===== src/rtl/relay_seq_pkg.sv =====
// Shared types and helpers for the CH1/CH2 input-range relay sequencer.
// The optional switch counters are enabled with the RELAY_SEQ_CNT_EN macro in the top.
package relay_seq_pkg;

    typedef enum logic [1:0] {
        IDLE   = 2'd0,
        PRE    = 2'd1,
        SETTLE = 2'd2
    } seq_state_t;

    typedef struct packed {
        seq_state_t state;
        logic [1:0] stab_valid;   // {ch2, ch1} stabilizer counters saturated
    } relay_dbg_t;

    localparam logic [1:0] RLY_11 = 2'b11;
    localparam logic [1:0] RLY_01 = 2'b01;
    localparam logic [1:0] RLY_10 = 2'b10;
    localparam logic [1:0] RLY_00 = 2'b00;

    function automatic logic [1:0] range_to_relay(input logic [3:0] code);
        logic [1:0] r;
        if (code <= 4'd3)      r = RLY_11;
        else if (code <= 4'd5) r = RLY_01;
        else if (code <= 4'd8) r = RLY_10;
        else                   r = RLY_00;
        return r;
    endfunction

endpackage


===== src/rtl/range_code_stabilizer.sv =====
// Debounces one encoder gain code: a code is accepted once it has been seen unchanged
// for STABLE_CYC clocks; the last accepted code is held while the input is moving.
module range_code_stabilizer #(
    parameter logic [15:0] STABLE_CYC = 16'd50000
) (
    input  logic       sys_clk,
    input  logic       sys_rst,
    input  logic [3:0] num,
    output logic [3:0] accepted,
    output logic       valid
);

    localparam int CW = $clog2(int'(STABLE_CYC) + 1);
    localparam logic [CW-1:0] STABLE_LIM = CW'(int'(STABLE_CYC));

    logic [3:0]    sample_q;
    logic [3:0]    acc_q;
    logic [CW-1:0] cnt_q;

    assign valid    = (cnt_q == STABLE_LIM);
    assign accepted = valid ? sample_q : acc_q;

    always_ff @(posedge sys_clk) begin
        if (sys_rst) begin
            sample_q <= 4'd0;
            acc_q    <= 4'd0;
            cnt_q    <= '0;
        end else begin
            sample_q <= num;
            if (num != sample_q)
                cnt_q <= '0;
            else if (cnt_q != STABLE_LIM)
                cnt_q <= cnt_q + 1'b1;
            acc_q <= accepted;
        end
    end

endmodule


===== src/rtl/relay_range_sequencer.sv =====
// Range-relay sequencer: one relay change at a time, ADC blanked before and after each switch.
// Define RELAY_SEQ_CNT_EN to add the per-channel completed-switch counters.
module relay_range_sequencer
    import relay_seq_pkg::*;
#(
    parameter logic [15:0] STABLE_CYC = 16'd50000,
    parameter logic [7:0]  PRE_CYC    = 8'd16,
    parameter logic [23:0] SETTLE_CYC = 24'd500000
) (
    input  logic        sys_clk,
    input  logic        sys_rst,
    input  logic [3:0]  ch1_num,
    input  logic [3:0]  ch2_num,
    output logic [1:0]  relay_ad1,
    output logic [1:0]  relay_ad2,
    output logic        adc1_ok,
    output logic        adc2_ok,
    output logic        busy,
    output logic        active_ch,
`ifdef RELAY_SEQ_CNT_EN
    output logic [15:0] ch1_sw_cnt,
    output logic [15:0] ch2_sw_cnt,
`endif
    output relay_dbg_t  dbg
);

    localparam int PW = $clog2(int'(PRE_CYC) + 1);
    localparam int SW = $clog2(int'(SETTLE_CYC) + 1);
    localparam int TW = (PW > SW) ? PW : SW;
    localparam logic [TW-1:0] PRE_LAST    = TW'(int'(PRE_CYC) - 1);
    localparam logic [TW-1:0] SETTLE_LAST = TW'(int'(SETTLE_CYC) - 1);

    logic [3:0] acc1, acc2;
    logic       valid1, valid2;

    range_code_stabilizer #(.STABLE_CYC(STABLE_CYC)) u_stab_ch1 (
        .sys_clk  (sys_clk),
        .sys_rst  (sys_rst),
        .num      (ch1_num),
        .accepted (acc1),
        .valid    (valid1)
    );

    range_code_stabilizer #(.STABLE_CYC(STABLE_CYC)) u_stab_ch2 (
        .sys_clk  (sys_clk),
        .sys_rst  (sys_rst),
        .num      (ch2_num),
        .accepted (acc2),
        .valid    (valid2)
    );

    seq_state_t    state_q, state_d;
    logic [TW-1:0] timer_q, timer_d;
    logic [1:0]    relay1_q, relay1_d, relay2_q, relay2_d;
    logic [1:0]    target_q, target_d;
    logic          adc1_q, adc1_d, adc2_q, adc2_d;
    logic          grant_q, grant_d;
    logic          rr_q, rr_d;     // last channel served (1 = CH2)

    logic [1:0] map1, map2;
    logic       pend1, pend2, arb_pick, seq_done;

    assign map1  = range_to_relay(acc1);
    assign map2  = range_to_relay(acc2);
    assign pend1 = (map1 != relay1_q);
    assign pend2 = (map2 != relay2_q);
    // On a tie the channel not served last wins; otherwise the only pending one.
    assign arb_pick = (pend1 && pend2) ? ~rr_q : pend2;
    assign seq_done = (state_q == SETTLE) && (timer_q == SETTLE_LAST);

    always_comb begin
        state_d  = state_q;
        timer_d  = timer_q;
        relay1_d = relay1_q;
        relay2_d = relay2_q;
        target_d = target_q;
        adc1_d   = adc1_q;
        adc2_d   = adc2_q;
        grant_d  = grant_q;
        rr_d     = rr_q;
        case (state_q)
            IDLE: begin
                if (pend1 || pend2) begin
                    grant_d  = arb_pick;
                    target_d = arb_pick ? map2 : map1;
                    state_d  = PRE;
                    timer_d  = '0;
                    if (arb_pick) adc2_d = 1'b0;
                    else          adc1_d = 1'b0;
                end
            end
            PRE: begin
                if (timer_q == PRE_LAST) begin
                    state_d = SETTLE;
                    timer_d = '0;
                    if (grant_q) relay2_d = target_q;
                    else         relay1_d = target_q;
                end else begin
                    timer_d = timer_q + 1'b1;
                end
            end
            SETTLE: begin
                if (seq_done) begin
                    state_d = IDLE;
                    timer_d = '0;
                    rr_d    = grant_q;
                    if (grant_q) adc2_d = 1'b1;
                    else         adc1_d = 1'b1;
                end else begin
                    timer_d = timer_q + 1'b1;
                end
            end
            default: begin
                state_d = IDLE;
                timer_d = '0;
            end
        endcase
    end

    always_ff @(posedge sys_clk) begin
        if (sys_rst) begin
            state_q  <= IDLE;
            timer_q  <= '0;
            relay1_q <= RLY_11;
            relay2_q <= RLY_11;
            target_q <= RLY_11;
            adc1_q   <= 1'b1;
            adc2_q   <= 1'b1;
            grant_q  <= 1'b0;
            rr_q     <= 1'b1;
        end else begin
            state_q  <= state_d;
            timer_q  <= timer_d;
            relay1_q <= relay1_d;
            relay2_q <= relay2_d;
            target_q <= target_d;
            adc1_q   <= adc1_d;
            adc2_q   <= adc2_d;
            grant_q  <= grant_d;
            rr_q     <= rr_d;
        end
    end

`ifdef RELAY_SEQ_CNT_EN
    logic [15:0] cnt1_q, cnt2_q;

    always_ff @(posedge sys_clk) begin
        if (sys_rst) begin
            cnt1_q <= 16'd0;
            cnt2_q <= 16'd0;
        end else if (seq_done) begin
            if (grant_q) cnt2_q <= cnt2_q + 16'd1;
            else         cnt1_q <= cnt1_q + 16'd1;
        end
    end

    assign ch1_sw_cnt = cnt1_q;
    assign ch2_sw_cnt = cnt2_q;
`endif

    assign relay_ad1      = relay1_q;
    assign relay_ad2      = relay2_q;
    assign adc1_ok        = adc1_q;
    assign adc2_ok        = adc2_q;
    assign busy           = (state_q != IDLE);
    assign active_ch      = grant_q;
    assign dbg.state      = state_q;
    assign dbg.stab_valid = {valid2, valid1};

endmodule


===== config.mk =====
export PLATFORM = sky130hd
export DESIGN_NAME = relay_range_sequencer
export DESIGN_NICKNAME = d
export VERILOG_FILES = /design/src/rtl/relay_seq_pkg.sv /design/src/rtl/range_code_stabilizer.sv /design/src/rtl/relay_range_sequencer.sv
export SDC_FILE = /design/constraint.sdc
export NUM_CORES = 1
export LEC_CHECK = 0
export ABC_AREA = 1
export CORE_UTILIZATION = 50
export DETAILED_ROUTE_END_ITERATION = 7
export PLACE_DENSITY_LB_ADDON = 0.05
export REMOVE_ABC_BUFFERS = 1
export SYNTH_ARGS = -nofsm -noshare
export SYNTH_HDL_FRONTEND = slang
export SYNTH_SLANG_ARGS = --single-unit

===== constraint.sdc =====
create_clock -name sys_clk -period 2.58 [get_ports sys_clk]
set_input_delay 0.516 -clock sys_clk [delete_from_list [all_inputs] [get_ports sys_clk]]
set_output_delay 0.516 -clock sys_clk [all_outputs]
set_load 0.02 [all_outputs]

# Word-level counts from Yosys, hierarchy flattened
# Cells that the tools add are included.
classes:
  div: 0
  order_cmp: 6
  multipliers: 0
  bitwise_logic: 2
  reduce_logical: 15
  shifts: 0
  n_eq_ne: 19
  add_sub_neg: 3
  mux: 28
ops:
  columns: ["operator", "n"]
  rows:
  - ["$mux 19", 3]
  - ["$pmux 19 s3", 1]
  - ["$add 16x1->16 const B", 2]
  - ["$eq 16x16->1 const B", 2]
  - ["$ne 16x16->1 const B", 2]
  - ["$mux 2", 10]
  - ["$add 19x1->19 const B", 1]
  - ["$eq 19x19->1 const B", 1]
  - ["$eq 19x4->1 const B", 1]
  - ["$ne 2x2->1 const B", 7]
  - ["$reduce_and 5->1", 2]
  - ["$mux 1", 9]
  - ["$reduce_and 3->1", 3]
  - ["$le 4x2->1 const B", 2]
  - ["$le 4x3->1 const B", 2]
  - ["$le 4x4->1 const B", 2]
  - ["$mux 4", 2]
  - ["$ne 4x4->1", 2]
  - ["$pmux 2 s3", 1]
  - ["$ne 2x2->1", 2]
  - ["$pmux 1 s2", 2]
  - ["$reduce_and 2->1", 2]
  - ["$reduce_bool 2->1", 2]
  - ["$reduce_or 2->1", 2]
  - ["other kinds (6)", 8]
totals:
  reg_bits: 79
  in_bits: 10
  elab_cells: 88
  ram_bits: 0
  n_memories: 0
  rom_bits: 0
  out_inout_bits: 12
  latch_bits: 0

# Longest topological paths before layout
depth:
  word_depth: 12
  mapped_depth: 22
  ltp_nobuf: 21

# Modules after synthesis
# Synthesis repeated with hierarchy kept, for this count alone.
unflattened:
  cells_unflattened: 766
  hier_area_um2: 4941.0
by_module_without_submodules:
  columns: ["module", "area_per_inst_um2", "n_inst", "cells_per_inst", "seq_area_each_um2"]
  rows:
  - ["range_code_stabilizer", 1427.6, 2, 229, 480.5]
  - ["relay_range_sequencer", 2085.8, 1, 308, 620.6]

# Worst setup path before layout
# No wires, ideal clock.
synth_timing:
  path_kind: "flip-flop to flip-flop"
  start: "reg u_stab_ch2.cnt_q[0]"
  end: "reg timer_q[13]"
  path_slack_ps: 484
  path_stages_with_launch: 21
  required_time_ps: 2467
  arrival_time_ps: 1982
  setup_ps: 113
  path_buffers: 2
  synth_period_minus_slack_ps: 2096
  cell_sequence: "dfxtp_1 -> inv_1 -> ha_1 -> nand2_1 -> clkinv_1 -> nand2_1 -> nor2_1 -> nand2_1 -> nand2_1 -> nand2_1 -> nand2_1 -> nand2_1 -> nand2_1 -> nand2_1 -> nand2_1 -> nor2_2 -> nand3_2 -> buf_6 -> buf_6 -> a21oi_2 -> nor2_1"
synth_between:
  elab_chain_cells: 9
  word_cells_on_any_way: 11
  cone_classes: "order compare: 3; eq/ne: 3; mux: 4; reduce/logical: 1"
synth_rtl:
  columns: ["element", "line", "text"]
  rows:
  - ["from (decl)", "range_code_stabilizer.sv:18", "logic [CW-1:0] cnt_q;"]
  - ["from (signal assigned)", "range_code_stabilizer.sv:33", "cnt_q <= cnt_q + 1'b1;"]
  - ["$eq 16x16->1 *", "range_code_stabilizer.sv:20", "assign valid = (cnt_q == STABLE_LIM);"]
  - ["$mux 4 *", "range_code_stabilizer.sv:21", "assign accepted = valid ? sample_q : acc_q;"]
  - ["$le 4x4->1", "relay_seq_pkg.sv:25", "else if (code <= 4'd8) r = RLY_10;"]
  - ["$mux 2", "relay_seq_pkg.sv:25", null]
  - ["$mux 2", "relay_seq_pkg.sv:24", "else if (code <= 4'd5) r = RLY_01;"]
  - ["$mux 2 *", "relay_seq_pkg.sv:23", "if (code <= 4'd3) r = RLY_11;"]
  - ["$ne 2x2->1 *", "relay_range_sequencer.sv:66", "assign pend2 = (map2 != relay2_q);"]
  - ["$logic_or 1x1->1 *", "relay_range_sequencer.sv:83", "if (pend1 || pend2) begin"]
  - ["$ne 2x2->1 (no source line) *", null, null]
  - ["to (signal assigned)", "relay_range_sequencer.sv:133", "timer_q <= timer_d;"]
  - ["to (decl)", "relay_range_sequencer.sv:53", "logic [TW-1:0] timer_q, timer_d;"]
# Mark *: on every way between the ends. The rest lies on a longest branch, timed or not.
# A chain may end at the register's enable or synchronous reset.

# Final worst setup path
layout_timing:
  start: "reg state_q[0]"
  end: "out busy"
layout_between:
  elab_chain_cells: 1
layout_rtl:
  columns: ["element", "line", "text"]
  rows:
  - ["from (decl)", "relay_range_sequencer.sv:52", "seq_state_t state_q, state_d;"]
  - ["from (signal assigned)", "relay_range_sequencer.sv:132", "state_q <= state_d;"]
  - ["$reduce_bool 2->1", "relay_range_sequencer.sv:165", "assign busy = (state_q != IDLE);"]
  - ["to (decl)", "relay_range_sequencer.sv:18", "output logic busy,"]
# No other way between the ends.

==> summary.txt <==
Cells and area
  – Final core occ: roughly three fifths
  – Fill cells: 783
  – Finished Cell Area: 0.00485 sq mm
  – N_diodes: 0
  – Fin nets: 674
  – Layout cells sized above 1: 10.9%
  – Synth-to-layout area growth: 15.3%

Detailed routing
  – WL final: 9.33 mm
  – Routed length per instance: 12.2 um
  – DR iter-0 viols: 148
  – Residual DRC count: 0
  – TritonRoute pass-1 iters: 5
  – Via-to-Cell Ratio: 5.14
  – Via count: 3936
  – Routed Antenna Nets: 0

Critical path
  – WS Path Type: flip-flop to output port
  – Slowest cell on the critical path: clkdlybuf4s50_1
  – Arr. time, crit path: between 1500 and 2000 ps
  – Reg2Reg Depth: 20
  – CP Launch Type: flip-flop
  – Worst Path Required: 2060 ps
  – Reg2reg start: u_stab_ch2.cnt_q[0]
  – Crit end category: output port
  – Critical path cell sequence: inv_1, ha_1, inv_1, clkdlybuf4s50_1
  – Worst path most repeated cell: inv_1
  – CP startpoint: state_q[0]
  – Max stage delay on crit path: 640 ps
  – Max FO, Critical Path: 4

Placement
  – Dpl hpwl: 6.88 mm
  – Placed cell areas: 0.00453 sq mm
  – IO buf count: 21
  – GPL Wtd Cong: 0.828

Floorplanning
  – Die Y: 93.7 um
  – IO Pins: 22
  – Die extent in x: 93.7 um
  – Die ar.: 0.00878 sq mm
  – Core area: between 0.008 and 0.009 sq mm
  – Starting Density: 51.4%
  – Row cnt: 33

Clock network
  – Post-CTS Hold Fix Bufs: 0
  – Clk sinks: 79
  – TritonCTS clock tree: done
  – Reg clk slew, reported paths: 80 ps
  – Max clock buf depth: 2
  – Clock latency on the worst-skew pair: 350 ps
  – CTS Buf Count: 9
  – CTS HTree Levels: 3
  – CTS root buffer: clkbuf_8

Run
  – Max-Cap Viols: 0

STA
  – Final period util: 92.3%
  – Max Freq: roughly 420 MHz
  – Setup tns final: 0 ps
  – RSZ-0062 raised after global routing: yes
  – Skew final: 13.3 ps
  – Rel. slew slack: 68.9%
  – Final Setup Violations: 0
  – Max Slew Vio Count: 0
  – Final Hold Viols: 0
  – Slew of the pin with the lowest slew margin: 467 ps
  – Minimum clock period: 2380 ps

Global routing
  – Largest net degree at the start of global routing: 31
  – Grt ovf: 0
  – Initial antenna violation count: 0
  – Vias in the first global route: 3508
  – Total global-route track usage: a little under a quarter
  – First-pass GRT wire length: 15.8 mm

Worst hold path
  – Hold Path Cell Cnt: 2
  – Min-delay src: u_stab_ch1.acc_q[2]
  – Hold WC Path Type: flip-flop to flip-flop

Yosys
  – Yosys reg bits: 79
  – Sequential share of the synthesized area: 37.6%
  – Post-synth EDFFs: 0
  – Asr flop ratio synth: 0%
  – Synthesized area: 0.00421 sq mm
  – Synth top cells by count: nand2_1, inv_1, dfxtp_1, nor2_1, nand3_1
  – Top-area cell type share of the netlist area: 37.6%
  – Top-count cell post-synth: nand2_1
  – Top post-synthesis cells by area: dfxtp_1, nand2_1, inv_1, nor2_1, nand3_1
  – Cell variety after synth: 40
  – Largest area contributor in the netlist: dfxtp_1
  – Syn avg cell area: 6.73 sq um
  – Synth Warn #: 0
  – Cells after Synth: 625
  – Synth Flop Type: dfxtp_1

Power and ir drop
  – Power Density: 519 mW/mm^2
  – Leak pwr: 1.99 nW
  – VDD IR max: between 0.3 and 0.4 mV

Run status
  – Status: finished, final reports clean
metrics by stage:
stage / cells / setup slack [ps] / hold WS, ps / power [mW]
after CTS: 763 / 63.3 / 471 / 2.52
after detailed placement: 747 / 15.6 / 459 / 1.48
after global routing: 766 / -15.2 / 503 / 2.64
after floorplan: 614 / -69.9 / 434 / 1.40
after global placement: 747 / 119 / 455 / 1.48
final: 766 / 199 / 472 / 2.52
cell families (layout without fill, tap and decap cells):
kind of cell / Yosys count / in the layout / synth area share (%)
simple gates: 324 / 324 / 34.5
buf+inv: 113 / 149 / 10.8
compound gates: 95 / 95 / 13.4
flops: 79 / 79 / 37.6
fa+ha+maj: 8 / 8 / 2.38
xor+xnor: 6 / 6 / 1.25
power breakdown:
| group | internal [mW] | switching, mW | total (mW) |
|---|---|---|---|
| logic | 0.0974 | 0.135 | 0.232 |
| clock network | 0.572 | 0.459 | 1.03 |
| registers | 1.24 | 0.0172 | 1.26 |
| total | 1.91 | 0.611 | 2.52 |
cells in the final DEF, fill, tap and decap left out, drive strengths merged:
cell,n
xor2,4
inv,100
a21oi,51
clkinv,4
nor4,13
o211ai,7
dlygate4sd2,2
a221oi,1
clkbuf,12
nand4,10
or2,1
clkinvlp,1
o221ai,1
nor3b,2
nand2,140
nand3,49
clkdlybuf4s50,19
o21a,3
bufinv,2
nor3,22
nand3b,3
buf,9
and3,1
o21ai,30
o211a,1
nor2,83
ha,8
xnor2,2
dfxtp,79
a31oi,1
critical path: cells and delay by family (launching register included):
family	cells	cell delay (ps)
fa+ha+maj	1	280
buf+inv	3	840
flops	1	400
path summary, 6_finish.rpt:
kind | slack, ps | endpoint
worst min-delay path | 470 | u_stab_ch1.acc_q[2]
worst max-delay path | 200 | busy
worst max register to register | 220 | timer_q[12]
worst min register to register | 470 | u_stab_ch1.acc_q[2]
registers in the layout (all words and copies together), names as in the netlist, 4 cells and up:
register             flops
timer_q                 19
u_stab_ch2.sample_q      4
u_stab_ch1.acc_q         4
u_stab_ch1.cnt_q        16
u_stab_ch2.acc_q         4
u_stab_ch2.cnt_q        16
u_stab_ch1.sample_q      4
final cells by class:
cell class                 instances  area, sq um  share of cell area (%)
multi-input combinational        433         2210                    45.7
sequential                        79         1580                    32.6
inverter                         102          383                    7.90
timing repair buffer              31          317                    6.53
clock buffer                      11          141                    2.92
tap                              105          131                    2.71
clock inverter                     5         81.3                    1.68
routing by layer:
| layer | vias to the layer above | track usage [%] | routed length (um) |
|---|---|---|---|
| li1 | 2081 | - | - |
| met1 | 1782 | 31.4 | 4720 |
| met2 | 61 | 35.5 | 4200 |
| met3 | 12 | 4.13 | 278 |
| met4 | 0 | 7.69 | 131 |
| met5 | - | 0 | 0 |
timing repair:
item | CTS | global route
setup buffers | 0 | 2
setup endpoints to repair | 3 | 23
resized for setup | 3 | 14
pin swaps | 0 | 1
cloned | 0 | 1
Note: power is estimated with default switching activity, not from simulation.
